## src/rtl/uart_bus_bridge.sv

```systemverilog
// uart_bus_bridge: responder end of a host serial link. Collects command packets
// (CMD, address, optional write data) from a UART receiver, runs one request on the
// internal bus and answers through the UART transmitter with ACK, NAK or read data.
module uart_bus_bridge #(
    parameter int ADDR_BYTES  = 2,
    parameter int DATA_BYTES  = 1,
    parameter int RX_TIMEOUT  = 1000000,
    parameter int BUS_TIMEOUT = 255
) (
    input  logic                    clk_i,
    input  logic                    rst_n_i,
    input  logic [7:0]              rx_data_i,
    input  logic                    rx_valid_i,
    output logic [7:0]              tx_data_o,
    output logic                    tx_start_o,
    input  logic                    tx_busy_i,
    output logic [8*ADDR_BYTES-1:0] addr_o,
    output logic [8*DATA_BYTES-1:0] wdata_o,
    input  logic [8*DATA_BYTES-1:0] rdata_i,
    output logic                    wr_o,
    output logic                    rd_o,
    input  logic                    ack_i,
    output logic                    busy_o
);

    localparam int AW        = 8 * ADDR_BYTES;
    localparam int DW        = 8 * DATA_BYTES;
    localparam int MAX_BYTES = (ADDR_BYTES > DATA_BYTES) ? ADDR_BYTES : DATA_BYTES;
    localparam int BYTE_CW   = $clog2(MAX_BYTES + 1);
    localparam int RX_CW     = $clog2(RX_TIMEOUT + 1);
    localparam int BUS_CW    = $clog2(BUS_TIMEOUT + 1);

    localparam logic [BYTE_CW-1:0] ADDR_LAST  = BYTE_CW'(ADDR_BYTES - 1);
    localparam logic [BYTE_CW-1:0] DATA_LAST  = BYTE_CW'(DATA_BYTES - 1);
    localparam logic [BYTE_CW-1:0] DATA_COUNT = BYTE_CW'(DATA_BYTES);
    localparam logic [RX_CW-1:0]   RX_LAST    = RX_CW'(RX_TIMEOUT - 1);
    localparam logic [BUS_CW-1:0]  BUS_LAST   = BUS_CW'(BUS_TIMEOUT - 1);

    localparam logic [7:0] CMD_WRITE = 8'h57;
    localparam logic [7:0] CMD_READ  = 8'h52;
    localparam logic [7:0] REPLY_ACK = 8'h06;
    localparam logic [7:0] REPLY_NAK = 8'h15;

    typedef enum logic [2:0] {
        S_IDLE,
        S_ADDR,
        S_WDATA,
        S_BUS,
        S_SEND,
        S_TXWAIT
    } state_e;

    state_e              state_q, state_d;
    logic                is_write_q, is_write_d;
    logic [BYTE_CW-1:0]  byte_cnt_q, byte_cnt_d;
    logic [RX_CW-1:0]    rx_cnt_q, rx_cnt_d;
    logic [BUS_CW-1:0]   bus_cnt_q, bus_cnt_d;
    logic                req_q, req_d;
    logic [AW-1:0]       addr_q, addr_d;
    logic [DW-1:0]       wdata_q, wdata_d;
    logic [DW-1:0]       tx_buf_q, tx_buf_d;
    logic [BYTE_CW-1:0]  tx_left_q, tx_left_d;
    logic                tx_start_q, tx_start_d;
    logic [7:0]          tx_data_q, tx_data_d;
    logic [BYTE_CW-1:0]  last_idx;

    // Single-byte replies sit in the top byte of the reply shift register.
    function automatic logic [DW-1:0] reply_word(input logic [7:0] b);
        logic [DW-1:0] w;
        w = '0;
        w[DW-1 -: 8] = b;
        return w;
    endfunction

    // Next-state and datapath decode for the packet / bus / reply sequence.
    always_comb begin
        // NOTE: every _d gets its hold value first, so no branch can infer a latch.
        state_d    = state_q;
        is_write_d = is_write_q;
        byte_cnt_d = byte_cnt_q;
        rx_cnt_d   = rx_cnt_q;
        bus_cnt_d  = bus_cnt_q;
        req_d      = req_q;
        addr_d     = addr_q;
        wdata_d    = wdata_q;
        tx_buf_d   = tx_buf_q;
        tx_left_d  = tx_left_q;
        tx_start_d = 1'b0;
        tx_data_d  = tx_data_q;
        last_idx   = (state_q == S_ADDR) ? ADDR_LAST : DATA_LAST;

        case (state_q)
            S_IDLE: begin
                if (rx_valid_i) begin
                    byte_cnt_d = '0;
                    rx_cnt_d   = '0;
                    if (rx_data_i == CMD_WRITE || rx_data_i == CMD_READ) begin
                        is_write_d = (rx_data_i == CMD_WRITE);
                        state_d    = S_ADDR;
                    end else begin
                        tx_buf_d  = reply_word(REPLY_NAK);
                        tx_left_d = BYTE_CW'(1);
                        state_d   = S_SEND;
                    end
                end
            end

            S_ADDR, S_WDATA: begin
                if (rx_valid_i) begin
                    rx_cnt_d = '0;
                    if (state_q == S_ADDR) begin
                        addr_d = AW'({addr_q, rx_data_i});
                    end else begin
                        wdata_d = DW'({wdata_q, rx_data_i});
                    end
                    if (byte_cnt_q == last_idx) begin
                        byte_cnt_d = '0;
                        state_d    = (state_q == S_ADDR && is_write_q) ? S_WDATA : S_BUS;
                    end else begin
                        byte_cnt_d = byte_cnt_q + BYTE_CW'(1);
                    end
                end else if (rx_cnt_q == RX_LAST) begin
                    // Host went quiet mid-packet: drop it without a reply.
                    state_d = S_IDLE;
                end else begin
                    rx_cnt_d = rx_cnt_q + RX_CW'(1);
                end
            end

            S_BUS: begin
                if (!req_q) begin
                    req_d     = 1'b1;
                    bus_cnt_d = '0;
                end else if (ack_i) begin
                    // An ack on the final allowed clock still wins over the timeout.
                    req_d   = 1'b0;
                    state_d = S_SEND;
                    if (is_write_q) begin
                        tx_buf_d  = reply_word(REPLY_ACK);
                        tx_left_d = BYTE_CW'(1);
                    end else begin
                        tx_buf_d  = rdata_i;
                        tx_left_d = DATA_COUNT;
                    end
                end else if (bus_cnt_q == BUS_LAST) begin
                    req_d     = 1'b0;
                    tx_buf_d  = reply_word(REPLY_NAK);
                    tx_left_d = BYTE_CW'(1);
                    state_d   = S_SEND;
                end else begin
                    bus_cnt_d = bus_cnt_q + BUS_CW'(1);
                end
            end

            S_SEND: begin
                if (!tx_busy_i) begin
                    tx_start_d = 1'b1;
                    tx_data_d  = tx_buf_q[DW-1 -: 8];
                    tx_buf_d   = tx_buf_q << 8;
                    tx_left_d  = tx_left_q - BYTE_CW'(1);
                    state_d    = S_TXWAIT;
                end
            end

            S_TXWAIT: begin
                // tx_busy_i only rises after the start strobe, so skip that first cycle.
                if (!tx_start_q && !tx_busy_i) begin
                    state_d = (tx_left_q != '0) ? S_SEND : S_IDLE;
                end
            end

            default: state_d = S_IDLE;
        endcase
    end

    // State and datapath registers; reset clears requests and strobes immediately.
    always_ff @(posedge clk_i or negedge rst_n_i) begin
        if (!rst_n_i) begin
            state_q    <= S_IDLE;
            is_write_q <= 1'b0;
            byte_cnt_q <= '0;
            rx_cnt_q   <= '0;
            bus_cnt_q  <= '0;
            req_q      <= 1'b0;
            addr_q     <= '0;
            wdata_q    <= '0;
            tx_buf_q   <= '0;
            tx_left_q  <= '0;
            tx_start_q <= 1'b0;
            tx_data_q  <= '0;
        end else begin
            // NOTE: non-blocking so every register samples the pre-edge values.
            state_q    <= state_d;
            is_write_q <= is_write_d;
            byte_cnt_q <= byte_cnt_d;
            rx_cnt_q   <= rx_cnt_d;
            bus_cnt_q  <= bus_cnt_d;
            req_q      <= req_d;
            addr_q     <= addr_d;
            wdata_q    <= wdata_d;
            tx_buf_q   <= tx_buf_d;
            tx_left_q  <= tx_left_d;
            tx_start_q <= tx_start_d;
            tx_data_q  <= tx_data_d;
        end
    end

    assign wr_o       = req_q & is_write_q;
    assign rd_o       = req_q & ~is_write_q;
    assign addr_o     = addr_q;
    assign wdata_o    = wdata_q;
    assign tx_start_o = tx_start_q;
    assign tx_data_o  = tx_data_q;
    assign busy_o     = (state_q != S_IDLE);

endmodule

```

## config.mk

```make
export PLATFORM = sky130hd
export DESIGN_NAME = uart_bus_bridge
export DESIGN_NICKNAME = d
export VERILOG_FILES = /design/src/rtl/uart_bus_bridge.sv
export SDC_FILE = /design/constraint.sdc
export NUM_CORES = 1
export LEC_CHECK = 0
export CAP_MARGIN = 20
export CORE_MARGIN = 2
export CORE_UTILIZATION = 25
export DETAILED_ROUTE_END_ITERATION = 10
export HOLD_SLACK_MARGIN = 0.12
export PLACE_DENSITY = 0.41
export SYNTH_ARGS = -nofsm -noshare
export SYNTH_HDL_FRONTEND = slang
export SYNTH_SLANG_ARGS = --single-unit
```

## constraint.sdc

```tcl
create_clock -name clk_i -period 2.6 [get_ports clk_i]
set_input_delay 0.26 -clock clk_i [delete_from_list [all_inputs] [get_ports clk_i]]
set_output_delay 0.26 -clock clk_i [all_outputs]
set_load 0.02 [all_outputs]
```

==> impl_results.md <==
* Number of global-route vias before repair at 3035
* Slowest stage delay, CP at 570 ps
* CTS root buffer: clkbuf_16
* Post-synthesis sequential area ratio at 50.9%
* Final slew viol count at 0
* Reg power frac at 37.7%
* Floorplan row count at 45
* WL per Instance at 14.7 um
* Clock slew at reported path FFs at 60 ps
* Ports at 57
* Cell internal pwr at 3.06 mW
* Unique cell type count in the Yosys netlist at 54
* Area occupied by multi-input gates at 1760 sq um
* Share of cells above drive strength 1 at between 15 and 20%
* Diode count at 0
* Number of max-cap violations at 0
* Worst slew pin tran at 653 ps
* Synth async-reset ratio at 100%
* Hold WC Path Type: in -> async
* CTS tree: yes
* Min Tclk post-route at about 2300 ps
* Top cells by area, synth: dfrtp_1 (51%), mux2_2 (9.4%), nand2_1 (4.2%)
* RSZ-0062 raised after global routing: false
* Mapped cell area at about 3800 sq um
* Number of DRC markers in iteration 0 at 204
* Clock latency at the later pin of the worst-skew pair at 340 ps
* Mapped Nets at 398
* Routed Wire Length at 9250 um
* Bufs and invs on worst path at 1
* Top-area cell type share of the netlist area at 50.9%
* CTS buffer count at 9
* Slowest CP cell: clkdlybuf4s50_1
* Top_reg_cell synth: dfrtp_1
* VDD IR max at 0.421 mV
* Post-CTS setup buffer count at 0
* Min Hold Slack at roughly 470 ps
* #FFs+latches synth at between 70 and 80
* Drt drc at 0
* Sw frac at 33.6%
* Final nets at 462
* Clock power frac at 29.7%
* Most instantiated cells after synthesis: dfrtp_1 (78), nand2_1 (43), mux2_2 (32)
* Slew HR at between 50% and 60%
* Synth warn at 0
* Antenna violations before repair at 0
* First-pass GRT wire length at 15700 um
* Logic pwr share at 32.6%
* Final setup vio count at 0
* Worst Path Max Fanout at 14
* GR Overflow Total at 0
* Final hold violation count at 0
* Num Clock Sinks at 78
* Initial Util at approximately a quarter
* Pwr Density at 923 nW/um^2
* Crit Path Class: reg -> out
* Fmax at roughly 430 MHz
* Cells after synthesis at 373
* Depth of the CTS H-tree at 3
* Tot Pwr at 4.60 mW
* CP required at 2340 ps
* CP cell instances: nor2_1 > nand2_1 > clkdlybuf4s50_1
* Max Buffers Root-to-Sink at 2
* Overall routing resource usage at roughly 12%
* Critical path startpoint category: flop
* HPWL after detailed placement at 6500 um
* Mean area per synthesized cell at 10.3 sq um
* Largest net degree at the start of global routing at 42
* P&R area growth vs syn at 30.1%
* Routed via count at between 3000 and 4000
* Via density at 4.82
* CP top delay family: simple AND/OR/NAND/NOR gates
* Post-synth EDFFs at 0
* Chip Height at 128 um
* Fin Setup TNS at 0 ps
* Die area at around 16000 sq um
* Reg area at 1950 sq um
* Switch Pwr at 1.54 mW
* Post-DRT Antenna Nets at 0
* Area leader, netlist: dfrtp_1
* Final Skew at between 4 and 5 ps
* Outcome: finished clean
* Nature of the critical path endpoint: primary output
* Filler cell count in the final layout at around 1600
* Pleak at 2.12 nW
* Gpl congestion at 0.771
* Core box area at around 15000 sq um
* IO buf count at 56
* Crit share post-route at between 80 and 90%
* Pre-antenna DRT Iters at 5
* Die width at 128 um
* Count leader, synth: dfrtp_1
* Crit path DAT at roughly 2100 ps
-- final timing paths --
kind	slack [ps]	depth (start not counted)	start	endpoint
max in group asynchronous	1510	3	rst_n_i	bus_cnt_q[1]
hold / removal	470	2	rst_n_i	rx_cnt_q[9]
setup / recovery	260	3	state_q[0]	busy_o
min in group clk_i	480	1	tx_left_q[0]	tx_left_q[0]
setup reg to reg	350	4	state_q[0]	tx_buf_q[3]
hold reg to reg	480	1	tx_left_q[0]	tx_left_q[0]
-- stage by stage --
step	std cells	cell area [sq um]	util [%]	worst slack, ps
2_1_floorplan	373	3830	-	641
3_3_place_gp	613	4650	30.8	197
3_5_place_dp	613	4650	30.8	119
4_1_cts	630	4990	33.0	123
5_1_grt	630	4990	33.0	173
6_report	630	4990	33.0	264
-- registers in the layout, indices dropped and copies added (netlist names), 2 cells and up --
name	cells
tx_left_q	2
wdata_o	8
tx_buf_q	8
bus_cnt_q	8
state_q	3
addr_o	16
tx_data_o	8
byte_cnt_q	2
rx_cnt_q	20
-- logic make-up (layout without fill, tap and decap cells) --
logic type | count (synthesis) | after routing | synth area share [%]
AO/OA/AOI/OAI | 98 | 98 | 16.4
XOR/XNOR | 5 | 5 | 1.14
adder cells (fa/ha/maj) | 4 | 4 | 1.31
buffers and inverters | 27 | 96 | 3.17
flip-flops | 78 | 78 | 50.9
multiplexers | 33 | 33 | 9.67
AND/OR/NAND/NOR | 128 | 128 | 17.4
-- cell type report --
cell class	count	area share [%]
clock buffers	9	4.52
clock inverters	7	1.93
inverters	9	0.678
multi-input cells	268	35.3
flip-flops and latches	78	39.1
well taps	188	4.72
repair buffers	71	13.8
-- routing by layer --
layer  track usage [%]  vias up  wire, um
li1                  -     1501         -
met1              16.8     1478      4600
met2              18.3       44      4120
met3              2.21       11       324
met4              6.40        0       202
met5                 0        -         0
-- cell usage in the layout (no fill, tap or decap), types with 4 or more instances in the layout --
| cell | netlist | final |
|---|---|---|
| nor2_1 | 15 | 15 |
| a31oi_1 | 5 | 5 |
| and3_1 | 10 | 10 |
| inv_1 | 9 | 9 |
| a21o_1 | 4 | 4 |
| nand3_1 | 16 | 16 |
| nor2b_1 | 5 | 5 |
| nand2b_1 | 4 | 4 |
| mux2_2 | 32 | 32 |
| clkdlybuf4s50_1 | 0 | 55 |
| buf_4 | 2 | 14 |
| o41ai_1 | 4 | 4 |
| o21ai_1 | 10 | 10 |
| clkbuf_16 | 0 | 9 |
| a21oi_1 | 15 | 15 |
| dfrtp_1 | 78 | 78 |
| nand4_1 | 6 | 6 |
| nor3_1 | 9 | 9 |
| o31ai_1 | 14 | 14 |
| ha_1 | 4 | 4 |
| o21ai_0 | 31 | 31 |
| nand2_1 | 43 | 43 |
-- power groups by stage --
stage | Clock [mW] | Combinational (mW) | Sequential, mW
after floorplan | 0 | 0.736 | 1.88
after global placement | 0 | 1.50 | 1.75
after detailed placement | 0 | 1.51 | 1.76
after CTS | 1.41 | 1.52 | 1.74
after global routing | 1.47 | 1.64 | 1.79
final | 1.37 | 1.50 | 1.74
-- repair_timing --
item | CTS | global route
setup endpoints to repair | 0 | 5
hold buffers | 1 | 0
gates resized for setup | 0 | 1
endpoints found under the hold margin | 39 | 0
Note: power is estimated with default switching activity, not from simulation.
